### config.mk
export PLATFORM = sky130hd
export DESIGN_NAME = cpu_clk_ctrl_flat
export DESIGN_NICKNAME = d
export VERILOG_FILES = /design/src/rtl/cpu_clk_pkg.sv /design/src/rtl/cpu_clk_ctrl_if.sv /design/src/rtl/clk_period_counter.sv /design/src/rtl/cpu_clk_ctrl.sv /design/src/flat_wrapper.sv
export SDC_FILE = /design/constraint.sdc
export NUM_CORES = 1
export LEC_CHECK = 0
export ABC_AREA = 1
export BUFFER_PORTS_ARGS = -buffer_cell sky130_fd_sc_hd__buf_2
export CORE_MARGIN = 2
export CORE_UTILIZATION = 30
export DETAILED_ROUTE_END_ITERATION = 10
export PLACE_DENSITY = 0.51
export SYNTH_ARGS = -nofsm -noshare
export SYNTH_HDL_FRONTEND = slang
export SYNTH_SLANG_ARGS = --single-unit
export TNS_END_PERCENT = 50
### constraint.sdc
create_clock -name clk -period 3.11 [get_ports clk]
set_input_delay 0.1555 -clock clk [delete_from_list [all_inputs] [get_ports clk]]
set_output_delay 0.1555 -clock clk [all_outputs]
set_load 0.02 [all_outputs]
### src/rtl/cpu_clk_pkg.sv
// Shared types for the CPU clock-enable sequencer: FSM state encodings and
// run-control command priorities (a higher cmd_e value wins).
package cpu_clk_pkg;

    typedef enum logic [1:0] {
        ST_HALTED   = 2'd0,
        ST_RUNNING  = 2'd1,
        ST_STEPPING = 2'd2
    } state_e;

    typedef enum logic [1:0] {
        CMD_NONE = 2'd0,
        CMD_STEP = 2'd1,
        CMD_RUN  = 2'd2,
        CMD_HALT = 2'd3
    } cmd_e;

    // Collapse the three same-cycle strobes to the single highest-priority command.
    function automatic cmd_e decode_cmd(input logic halt, input logic run, input logic step);
        if (halt)      return CMD_HALT;
        else if (run)  return CMD_RUN;
        else if (step) return CMD_STEP;
        else           return CMD_NONE;
    endfunction

endpackage

### src/rtl/cpu_clk_ctrl_if.sv
// Run-control command/status bundle for cpu_clk_ctrl.
// With CPU_CLK_CTRL_TICK_CNT_EN defined, a 32-bit tick_count status field is added.
interface cpu_clk_ctrl_if #(
    parameter int DIV_W = 16
);
    // Commands and div_load are single-cycle strobes sampled on clk; there is
    // no ready/backpressure, every strobe present at an edge is consumed there.
    logic [DIV_W-1:0] div_in;
    logic             div_load;
    logic             run;
    logic             halt;
    logic             step;
    logic             cpu_en;
    logic [1:0]       state;
    logic [DIV_W-1:0] div_active;
`ifdef CPU_CLK_CTRL_TICK_CNT_EN
    logic [31:0]      tick_count;

    modport master (output div_in, div_load, run, halt, step,
                    input  cpu_en, state, div_active, tick_count);
    modport slave  (input  div_in, div_load, run, halt, step,
                    output cpu_en, state, div_active, tick_count);
`else
    modport master (output div_in, div_load, run, halt, step,
                    input  cpu_en, state, div_active);
    modport slave  (input  div_in, div_load, run, halt, step,
                    output cpu_en, state, div_active);
`endif
endinterface

### src/rtl/clk_period_counter.sv
// Period counter for the clock-enable generator; wrap marks the last count
// (div-1) of the current period.
module clk_period_counter #(
    parameter int DIV_W = 16
) (
    input  logic             clk,
    input  logic             reset,
    input  logic             enable,
    input  logic             clear,
    input  logic [DIV_W-1:0] div,
    output logic             wrap
);

    logic [DIV_W-1:0] cnt_q;
    logic [DIV_W-1:0] cnt_d;

    assign wrap = (cnt_q == (div - DIV_W'(1)));

    always_comb begin
        cnt_d = cnt_q;
        if (clear)       cnt_d = '0;
        else if (enable) cnt_d = wrap ? '0 : cnt_q + DIV_W'(1);
    end

    always_ff @(posedge clk or posedge reset) begin
        if (reset) cnt_q <= '0;
        else       cnt_q <= cnt_d;
    end

endmodule

### src/rtl/cpu_clk_ctrl.sv
// Run/halt/step sequencer producing a one-cycle CPU clock enable at a
// programmable period. Optional tick counter: CPU_CLK_CTRL_TICK_CNT_EN.
module cpu_clk_ctrl
    import cpu_clk_pkg::*;
#(
    parameter int DIV_W         = 16,
    parameter int DEFAULT_DIV   = 2,
    parameter int START_RUNNING = 1
) (
    input  logic           clk,
    input  logic           reset,
    cpu_clk_ctrl_if.slave  bus
);

    localparam logic [DIV_W-1:0] RESET_DIV   = (DEFAULT_DIV == 0) ? DIV_W'(1) : DIV_W'(DEFAULT_DIV);
    localparam state_e           RESET_STATE = (START_RUNNING != 0) ? ST_RUNNING : ST_HALTED;

    state_e           state_q, state_d;
    logic             cpu_en_q, tick_d;
    logic [DIV_W-1:0] div_active_q, div_active_d;
    logic [DIV_W-1:0] div_pend_q, div_pend_d;
    logic             cnt_clear, cnt_enable, wrap;
    cmd_e             cmd;

    clk_period_counter #(.DIV_W(DIV_W)) u_counter (
        .clk    (clk),
        .reset  (reset),
        .enable (cnt_enable),
        .clear  (cnt_clear),
        .div    (div_active_q),
        .wrap   (wrap)
    );

    assign cmd        = decode_cmd(bus.halt, bus.run, bus.step);
    assign cnt_enable = (state_q == ST_RUNNING) || (state_q == ST_STEPPING);

    always_comb begin
        state_d   = state_q;
        tick_d    = 1'b0;
        cnt_clear = 1'b0;
        case (state_q)
            ST_HALTED: begin
                cnt_clear = 1'b1;
                if (cmd == CMD_RUN)       state_d = ST_RUNNING;
                else if (cmd == CMD_STEP) state_d = ST_STEPPING;
            end
            ST_RUNNING: begin
                if (cmd == CMD_HALT) begin
                    state_d   = ST_HALTED;
                    cnt_clear = 1'b1;
                end else begin
                    tick_d = wrap;
                end
            end
            ST_STEPPING: begin
                // A run mid-step keeps the counter going so the period is not stretched.
                if (cmd == CMD_HALT) begin
                    state_d   = ST_HALTED;
                    cnt_clear = 1'b1;
                end else if (cmd == CMD_RUN) begin
                    state_d = ST_RUNNING;
                    tick_d  = wrap;
                end else if (wrap) begin
                    state_d = ST_HALTED;
                    tick_d  = 1'b1;
                end
            end
            default: begin
                state_d   = ST_HALTED;
                cnt_clear = 1'b1;
            end
        endcase
    end

    // New ratios take effect only on a period boundary or while halted.
    always_comb begin
        div_pend_d = div_pend_q;
        if (bus.div_load) div_pend_d = (bus.div_in == '0) ? DIV_W'(1) : bus.div_in;
        div_active_d = div_active_q;
        if (tick_d || (state_q == ST_HALTED)) div_active_d = div_pend_q;
    end

    always_ff @(posedge clk or posedge reset) begin
        if (reset) begin
            state_q      <= RESET_STATE;
            cpu_en_q     <= 1'b0;
            div_active_q <= RESET_DIV;
            div_pend_q   <= RESET_DIV;
        end else begin
            state_q      <= state_d;
            cpu_en_q     <= tick_d;
            div_active_q <= div_active_d;
            div_pend_q   <= div_pend_d;
        end
    end

    assign bus.state      = state_q;
    assign bus.cpu_en     = cpu_en_q;
    assign bus.div_active = div_active_q;

`ifdef CPU_CLK_CTRL_TICK_CNT_EN
    logic [31:0] tick_cnt_q;

    always_ff @(posedge clk or posedge reset) begin
        if (reset)       tick_cnt_q <= '0;
        else if (tick_d) tick_cnt_q <= tick_cnt_q + 32'd1;
    end

    assign bus.tick_count = tick_cnt_q;
`endif

endmodule

### src/flat_wrapper.sv
// flat-port wrapper written by rule: the top's interface ports become plain ports
module cpu_clk_ctrl_flat import cpu_clk_pkg::*;
#(
    parameter int DIV_W         = 16,
    parameter int DEFAULT_DIV   = 2,
    parameter int START_RUNNING = 1
)
  (clk, reset, bus_div_in, bus_div_load, bus_run, bus_halt, bus_step, bus_cpu_en, bus_state, bus_div_active);
  cpu_clk_ctrl_if #(.DIV_W(DIV_W)) bus_i ();
  input  logic clk;
  input  logic reset;
  input wire logic [$bits(bus_i.div_in)-1:0] bus_div_in;
  input wire logic [$bits(bus_i.div_load)-1:0] bus_div_load;
  input wire logic [$bits(bus_i.run)-1:0] bus_run;
  input wire logic [$bits(bus_i.halt)-1:0] bus_halt;
  input wire logic [$bits(bus_i.step)-1:0] bus_step;
  output wire logic [$bits(bus_i.cpu_en)-1:0] bus_cpu_en;
  output wire logic [$bits(bus_i.state)-1:0] bus_state;
  output wire logic [$bits(bus_i.div_active)-1:0] bus_div_active;
  assign bus_i.div_in = bus_div_in;
  assign bus_i.div_load = bus_div_load;
  assign bus_i.run = bus_run;
  assign bus_i.halt = bus_halt;
  assign bus_i.step = bus_step;
  assign bus_cpu_en = bus_i.cpu_en;
  assign bus_state = bus_i.state;
  assign bus_div_active = bus_i.div_active;
  cpu_clk_ctrl #(.DIV_W(DIV_W), .DEFAULT_DIV(DEFAULT_DIV), .START_RUNNING(START_RUNNING)) u_core (.clk(clk), .reset(reset), .bus(bus_i));
endmodule
==> flow_summary.ini, run 1 <==
[status]
status = completed

[floorplan]
die_x_um = 103
start_util = 0.304
dieArea_um2 = 10600
pin_count = 41
dieHeight_um = 103
core_area_um2 = 9640
row_count = 36

[sta]
final.setup_skew_ps = 9.37
drv_slew = 0
relSlewSlack = 0.297
setup_slack_ps = 751
rsz0062_at_grt = no
period_minus_slack_ps = 2360
fin_setup_tns_ps = 0
tightest_slew_ps = 1050
setup_viol = 0
fmaxAchievable_mhz = 424
timing.hold.ws_ps = 80.9
fin_crit_sh = 0.758
finalHoldViolCount = 0

[cells_and_area]
fin_nets = 434
diodes = 0
register_area_um2 = 1280
layout_common_cells = nand2_1 (116), dfrtp_1 (48), nor2_1 (44)
fill_cells = 1058
drive_gt1_frac = 0.203
multiInputGateArea_um2 = 1480
final_common_cell = nand2_1
syn_to_final_growth_pct = 14.2

[synth]
syn-mean-instance-area_um2 = 7.95
yosys.cell_types.count = 33
yosys_warnings = 0
syn-num-nets = 395
netlist_area_um2 = 2930
synthCells = 368
ys_seq_area_frac = 0.437
synth_seq_cells = 51

[worst_setup_path]
cp-end-kind = register
ff2ff_setup_slack_ps = 750
cp_max_fo = 18
crit_type = register to register
reg2reg_from = u_core.bus.div_active[1]
ff2ff_path_depth = 13
crit_required_ps = 3370
critPathLaunchType = register
rr_endpoint = u_core.bus.div_active[11]
crit_arrival_ps = 2620

[detailed_routing]
routed_wl_mm = 6.29
vias_per_cell = 4.39
firstDrtPassIters = 4
vias = 2373
post-route-drc-count = 0
drt-initial-drc-count = 99
drtAntennaViolNets = 0
avgRoutedWirePerCell_um = 11.6

[cts]
cts_resized = 0
numCtsBuffers = 5
htreeDepth = 2
postCtsSetupBuffers = 0
cts_num_sinks = 51
ctsHoldBuffers = 0
clockRootBuffer = clkbuf_8
cts_max_path_buffers = 2
clk_latency_ps = 310
cts_tree = built
path_clk_slew_ps = 110

[placement]
hpwl_mm = 4.86
portBuffers = 40
gp_routability_congestion = 0.824
pre_cts_slack_ps = 753

[hold_path]
min_to = u_core.div_pend_q[6]
hold_path.class = input pin to register
hold_start = bus_div_in[6]
min_delay_path_depth = 2

[power]
peakVddDrop_uv = 315
switching_share = 0.467
power_frac_comb = 0.454
seqPwrFrac = 0.390
totalPowerFinal_w = 0.00265
leakagePower_nw = 1.59
power.switching_w = 0.00124
power.internal_w = 0.00141
clock_power_share = 0.156
power_density_nw_per_um2 = 794

[global_route]
grt_pass1_vias = 2344
antenna_found_initial = 0
grt_max_degree = 52
track_usage = 0.131
grt_first_pass_wirelength_mm = 11.1
gr-total-overflow = 0

[job]
maxCapViolCount = 0
## kinds of logic after synthesis
logic type	after synthesis	share of synthesized area
AND/OR/NAND/NOR	226	0.345
flip-flops	51	0.437
buffers and inverters	41	0.0573
XOR/XNOR	21	0.0628
multiplexers	15	0.0577
AO/OA/AOI/OAI	9	0.0180
adder cells (fa/ha/maj)	5	0.0214
## cell usage after synthesis
cell type	instances	share of area
a21oi_1	3	0.0051
a22oi_1	1	0.0026
a31oi_1	2	0.0043
and2_1	1	0.0021
buf_2	1	0.0017
buf_4	1	0.0026
buf_6	1	0.0038
clkbuf_1	4	0.0051
clkbuf_2	1	0.0017
clkinv_1	1	0.0013
dfrtp_1	48	0.41
dfstp_2	3	0.027
ha_1	5	0.021
inv_1	32	0.041
mux2_2	15	0.058
nand2_1	116	0.15
nand2_2	4	0.0085
nand2_4	1	0.0038
nand3_1	26	0.044
nand3_4	1	0.0060
nand3b_1	6	0.015
nand4_1	4	0.0085
nor2_1	44	0.056
nor2_2	7	0.015
nor2_4	2	0.0077
nor3_1	7	0.012
nor3_2	1	0.0034
nor3b_1	1	0.0026
nor4_1	5	0.011
o21a_1	1	0.0026
o21ai_0	2	0.0034
xnor2_1	9	0.027
xor2_1	12	0.036
## per-stage QoR
stage,area (um^2),util,instances
floorplan,2930,-,368
global placement,3250,0.337,533
detailed placement,3250,0.337,533
CTS,3340,0.347,541
global route,3340,0.347,541
finish,3340,0.347,541
## cell type report
cell class / instances / share of cell area
multi-input combinational: 276 / 0.443
sequential: 51 / 0.383
timing repair buffer: 40 / 0.0599
tap: 133 / 0.0498
inverter: 33 / 0.0371
clock buffer: 5 / 0.0206
clock inverter: 3 / 0.00674
## per-layer routing
layer / vias up / GRT usage / share of wire
met2: 49 / 0.224 / 0.46
met3: 7 / 0.0197 / 0.034
met5: - / 0 / 0
met4: 0 / 0.0243 / 0.0099
li1: 1245 / - / -
met1: 1072 / 0.179 / 0.49
## critical path, cell delays in order, from the launching register on
cell,delay [ps]
dfstp_2,580
inv_1,60
ha_1,280
xor2_1,140
nand2_1,60
nor2_1,150
nand2_1,70
nor2_1,100
nand2_1,60
nor2_2,190
nand3_4,230
nand2_4,230
nand2_1,90
nand2_1,60
## sequential cells by signal, indices dropped and copies added (netlist names)
signal,cells
u_core.bus.state,2
u_core.div_pend_q,16
u_core.u_counter.cnt_q,16
u_core.bus.cpu_en,1
u_core.bus.div_active,16
## power by group through the flow
stage | sequential, W | clock (W) | combinational, W
floorplan | 0.00113 | 0 | 0.000808
global placement | 0.00105 | 0 | 0.00121
detailed placement | 0.00105 | 0 | 0.00122
CTS | 0.00104 | 0.000434 | 0.00122
global route | 0.00107 | 0.000451 | 0.00140
finish | 0.00103 | 0.000413 | 0.00121
## worst max path at each step
stage | end | slack [ps] | depth (start not counted) | start
floorplan | u_core.bus.div_active[0] | 990 | 13 | u_core.bus.div_active[1]
CTS | u_core.bus.div_active[11] | 700 | 13 | u_core.bus.div_active[1]
global route | u_core.bus.div_active[0] | 390 | 13 | u_core.bus.div_active[1]
detailed placement | u_core.bus.div_active[0] | 750 | 13 | u_core.bus.div_active[1]
global placement | u_core.bus.div_active[0] | 750 | 13 | u_core.bus.div_active[1]
finish | u_core.bus.div_active[11] | 750 | 13 | u_core.bus.div_active[1]
Power figures use the tool's default switching activity.
==> run 2, diff against run 1 <==
- clock period: 3.11 -> 2.45 ns (I/O delays scaled with it)
==> run 2 against run 1 <==
- sequential share of layout area is 0.61 points lower
- total power is 28% higher
- first-iteration DRC count is 7.1% lower
- routed wire length is 4.5% higher
- clock skew is 2.6 ps lower
- combinational power is 31% higher
- critical path type unchanged
- largest power group unchanged
==> flow_summary.ini, run 2 (synthesis results as in run 1) <==
[floorplan]
dieArea_um2 = 10600
row_count = 36
dieHeight_um = 103
pin_count = 41
core_area_um2 = 9640
die_x_um = 103
start_util = 0.304

[sta]
period_minus_slack_ps = 2230
fin_crit_sh = 0.912
rsz0062_at_grt = no
setup_viol = 0
relSlewSlack = 0.610
fin_setup_tns_ps = 0
fmaxAchievable_mhz = 448
finalHoldViolCount = 0
tightest_slew_ps = 582
drv_slew = 0
final.setup_skew_ps = 6.78

[placement]
hpwl_mm = 5.18
gp_routability_congestion = 0.878
portBuffers = 40

[global_route]
antenna_found_initial = 0
gr-total-overflow = 0
grt_pass1_vias = 2333
grt_max_degree = 20
track_usage = 0.134
grt_first_pass_wirelength_mm = 11.3

[detailed_routing]
firstDrtPassIters = 4
avgRoutedWirePerCell_um = 12.0
routed_wl_mm = 6.57
post-route-drc-count = 0
drt-initial-drc-count = 92
vias_per_cell = 4.49
vias = 2458
drtAntennaViolNets = 0

[status]
status = completed

[power]
peakVddDrop_uv = 388
totalPowerFinal_w = 0.00340
power_density_nw_per_um2 = 1000
leakagePower_nw = 1.61

[worst_setup_path]
reg2reg_from = u_core.bus.div_active[1]
rr_endpoint = u_core.bus.div_active[0]
crit_type = register to register
ff2ff_path_depth = 13
critPathLaunchType = register
crit_arrival_ps = 2440
cp_max_fo = 8
ff2ff_setup_slack_ps = 220
cp-end-kind = register
crit_required_ps = 2650

[cts]
path_clk_slew_ps = 100
cts_tree = built
clk_latency_ps = 310
cts_max_path_buffers = 2
clockRootBuffer = clkbuf_8
cts_num_sinks = 51
htreeDepth = 2
numCtsBuffers = 5

[cells_and_area]
diodes = 0
fin_nets = 440
layout_common_cells = nand2_1 (116), dfrtp_1 (48), nor2_1 (44)
fill_cells = 1049
syn_to_final_growth_pct = 16.0
drive_gt1_frac = 0.210
final_common_cell = nand2_1

[hold_path]
min_delay_path_depth = 2
hold_start = bus_div_in[6]
min_to = u_core.div_pend_q[6]
hold_path.class = input pin to register

[job]
maxCapViolCount = 0
==> run 2: cell types whose count changed in the layout (fill, tap and decap cells not counted), sizes merged <==
| cell | delta |
|---|---|
| dlygate4sd3 | +1 |
| clkbuf | +1 |
| inv | -1 |
| clkinvlp | +1 |
| clkinv | -1 |
| buf | +5 |
==> run 2: final cells by class <==
cell class | count | area, um^2 | area share
inverters | 33 | 124 | 0.0365
well taps | 133 | 166 | 0.0490
clock inverters | 2 | 16.3 | 0.00479
flip-flops and latches | 51 | 1280 | 0.377
multi-input cells | 276 | 1490 | 0.438
clock buffers | 6 | 72.6 | 0.0214
repair buffers | 46 | 248 | 0.0730
==> run 2: worst max-delay path, cell delays in order (launching register included) <==
cell and delay [ps]:
dfstp_2 570, inv_1 60, ha_1 280, xor2_1 150, nand2_1 70, nor2_1 120, nand2_1 70, nor2_1 90
nand2_1 60, nor2_2 140, nand3_4 170, buf_4 210, nand3_1 70, nand2_1 80
==> run 2: worst max-delay path by stage <==
stage,start,endpoint,slack [ps],cells past startpoint
2_1_floorplan,u_core.bus.div_active[1],u_core.bus.div_active[0],330,13
3_3_place_gp,u_core.bus.div_active[1],u_core.bus.div_active[1],180,13
3_5_place_dp,u_core.bus.div_active[1],u_core.bus.div_active[0],140,13
4_1_cts,u_core.bus.div_active[1],u_core.bus.div_active[0],110,13
5_1_grt,u_core.bus.div_active[1],u_core.bus.div_active[13],20,13
6_report,u_core.bus.div_active[1],u_core.bus.div_active[0],220,13
==> run 2: layer usage <==
metal,vias up,global-route usage,routed length (um)
met5,-,0,0
met1,1149,0.196,3170
met2,54,0.215,3080
met4,0,0.0213,45
li1,1251,-,-
met3,4,0.0210,264
==> run 2: stage by stage <==
| step | cells | hold WS (ps) | setup slack, ps | utilization | cell area, um^2 |
|---|---|---|---|---|---|
| finish | 547 | 53.9 | 216 | 0.352 | 3390 |
| global route | 547 | 50.4 | 16.3 | 0.352 | 3390 |
| CTS | 545 | 43.3 | 112 | 0.350 | 3370 |
| detailed placement | 536 | 122 | 136 | 0.339 | 3270 |
| global placement | 536 | 118 | 180 | 0.339 | 3270 |
| floorplan | 368 | 266 | 332 | - | 2930 |
==> run 2: what timing repair did <==
item	in CTS	in global routing
setup endpoints to repair	0	16
buffers inserted	0	2
hold endpoints to repair	15	0
resized for setup	0	1
hold buffers	1	0
==> run 2: report_power, final <==
part	internal [W]	switching [W]	total [W]
clock network	0.000206	0.000301	0.000507
registers	0.00104	0.000278	0.00131
logic	0.000569	0.00101	0.00158
==> run 3, diff against run 2 <==
- SETUP_SLACK_MARGIN: default -> 0.5
==> run 3 against run 2 <==
- clock-buffer cell count decreased by 1
- clock power grew 2%
- setup slack better by 160 ps
- utilization grew 0.70 points
- via count down 1.6%
- global-route usage up 0.12 points
- non-clock buffer count grew 1
- routed wire length is 0.26% lower
- sequential power hardly changed
- die area stayed put
- largest cell class unchanged
==> flow_summary.ini, run 3 (synthesis results as in run 1) <==
[status]
status = completed

[cts]
cts_tree = built
clockRootBuffer = clkbuf_8
cts_max_path_buffers = 2
numCtsBuffers = 5
cts_num_sinks = 51
path_clk_slew_ps = 110
clk_latency_ps = 320
htreeDepth = 2

[worst_setup_path]
critPathLaunchType = register
timing.critical_path.mode_cell = nand2_1
rr_endpoint = u_core.bus.div_active[3]
reg2reg_from = u_core.bus.div_active[1]
max_stage_delay_ps = 560
cp-end-kind = register
crit_family = simple AND/OR/NAND/NOR gates
crit_type = register to register
cp_max_fo = 12
ff2ff_path_depth = 13
crit_path_cell_trace = inv_2 -> ha_4 -> xor2_1 -> nand2_1 -> nor2_1 -> nand2_1 -> nor2_1 -> nand2_1 -> nor2_4 -> nand3_4 -> buf_12 -> nand3_1 -> nand2_1
ff2ff_setup_slack_ps = 380
crit_slowest_cell = dfstp_2
crit_buf_inv = 2
crit_arrival_ps = 2290
crit_required_ps = 2670

[cells_and_area]
fin_nets = 442
diodes = 0
register_area_um2 = 1280
stdcell_count = 549
fill_cells = 1055
final_common_cell = nand2_1
layout_common_cells = nand2_1 (114), dfrtp_1 (48), nor2_1 (42)
multiInputGateArea_um2 = 1530
syn_to_final_growth_pct = 18.3
drive_gt1_frac = 0.231
fin_util = 0.359

[power]
power_density_nw_per_um2 = 1010
peakVddDrop_uv = 406
clock_power_share = 0.148
leakagePower_nw = 1.63
switching_share = 0.468
power_frac_comb = 0.478
power.switching_w = 0.00164
power.internal_w = 0.00186
seqPwrFrac = 0.374
totalPowerFinal_w = 0.00350

[floorplan]
pin_count = 41
row_count = 36
start_util = 0.304
dieArea_um2 = 10600
dieHeight_um = 103
die_x_um = 103
core_area_um2 = 9640

[hold_path]
hold_path.class = input pin to register
min_delay_path_depth = 2
min_to = u_core.div_pend_q[2]
hold_start = bus_div_in[2]

[global_route]
antenna_found_initial = 0
track_usage = 0.135
gr-total-overflow = 0
grt_pass1_vias = 2345
grt_first_pass_wirelength_mm = 11.2
grt_max_degree = 52

[sta]
drv_slew = 0
relSlewSlack = 0.571
fin_setup_tns_ps = 0
period_minus_slack_ps = 2070
setup_viol = 0
finalHoldViolCount = 0
final.setup_skew_ps = 11.8
fin_crit_sh = 0.846
fmaxAchievable_mhz = 483
rsz0062_at_grt = yes
tightest_slew_ps = 644
setup_slack_ps = 378

[job]
maxCapViolCount = 0

[placement]
portBuffers = 40
pre_cts_slack_ps = 267
gp_routability_congestion = 0.850
dpl.cell_count = 536
hpwl_mm = 4.94

[detailed_routing]
vias_per_cell = 4.40
drtAntennaViolNets = 0
vias = 2418
post-route-drc-count = 0
drt-initial-drc-count = 105
avgRoutedWirePerCell_um = 11.9
firstDrtPassIters = 4
routed_wl_mm = 6.55
[run 3: power groups by stage]
stage               Clock [W]  Combinational, W  Sequential, W
finish               0.000518           0.00167        0.00131
global route         0.000572           0.00191        0.00135
CTS                  0.000538           0.00170        0.00131
detailed placement          0           0.00162        0.00133
global placement            0           0.00160        0.00133
floorplan                   0           0.00105        0.00144
[run 3: metal layers]
metal | vias to the layer above | GRT usage | part of all wire
li1 | 1269 | - | -
met1 | 1114 | 0.188 | 0.49
met2 | 29 | 0.221 | 0.47
met3 | 6 | 0.0258 | 0.033
met4 | 0 | 0.0304 | 0.0096
met5 | - | 0 | 0
[run 3: repair_timing]
action                     4_1_cts  5_1_grt
pin swaps                        2        0
hold buffers                     1        0
resized for setup                7        1
setup endpoints to repair       34       35
gates cloned                     1        0
hold endpoints to repair        38        0
buffers inserted                 3        0
[run 3: area by class of cell]
type	count	area share
multi-input cells	277	0.443
flip-flops and latches	51	0.370
repair buffers	47	0.0773
clock buffers	5	0.0199
inverters	33	0.0358
clock inverters	3	0.00651
well taps	133	0.0481
[run 3: worst max path at each step]
stage / slack [ps] / cells past startpoint / from / to
2_1_floorplan: 420 / 14 / u_core.bus.div_active[1] / u_core.bus.div_active[11]
3_3_place_gp: 270 / 13 / u_core.bus.div_active[1] / u_core.bus.div_active[0]
3_5_place_dp: 270 / 13 / u_core.bus.div_active[1] / u_core.bus.div_active[0]
4_1_cts: 370 / 13 / u_core.bus.div_active[1] / u_core.bus.div_active[5]
5_1_grt: 210 / 13 / u_core.bus.div_active[1] / u_core.bus.div_active[4]
6_report: 380 / 13 / u_core.bus.div_active[1] / u_core.bus.div_active[3]
[run 3: stage by stage]
stage / hold slack [ps] / area, um^2
2_1_floorplan: 266 / 2950
3_3_place_gp: 335 / 3280
3_5_place_dp: 339 / 3280
4_1_cts: 44.3 / 3460
5_1_grt: 42.5 / 3460
6_report: 46.8 / 3460
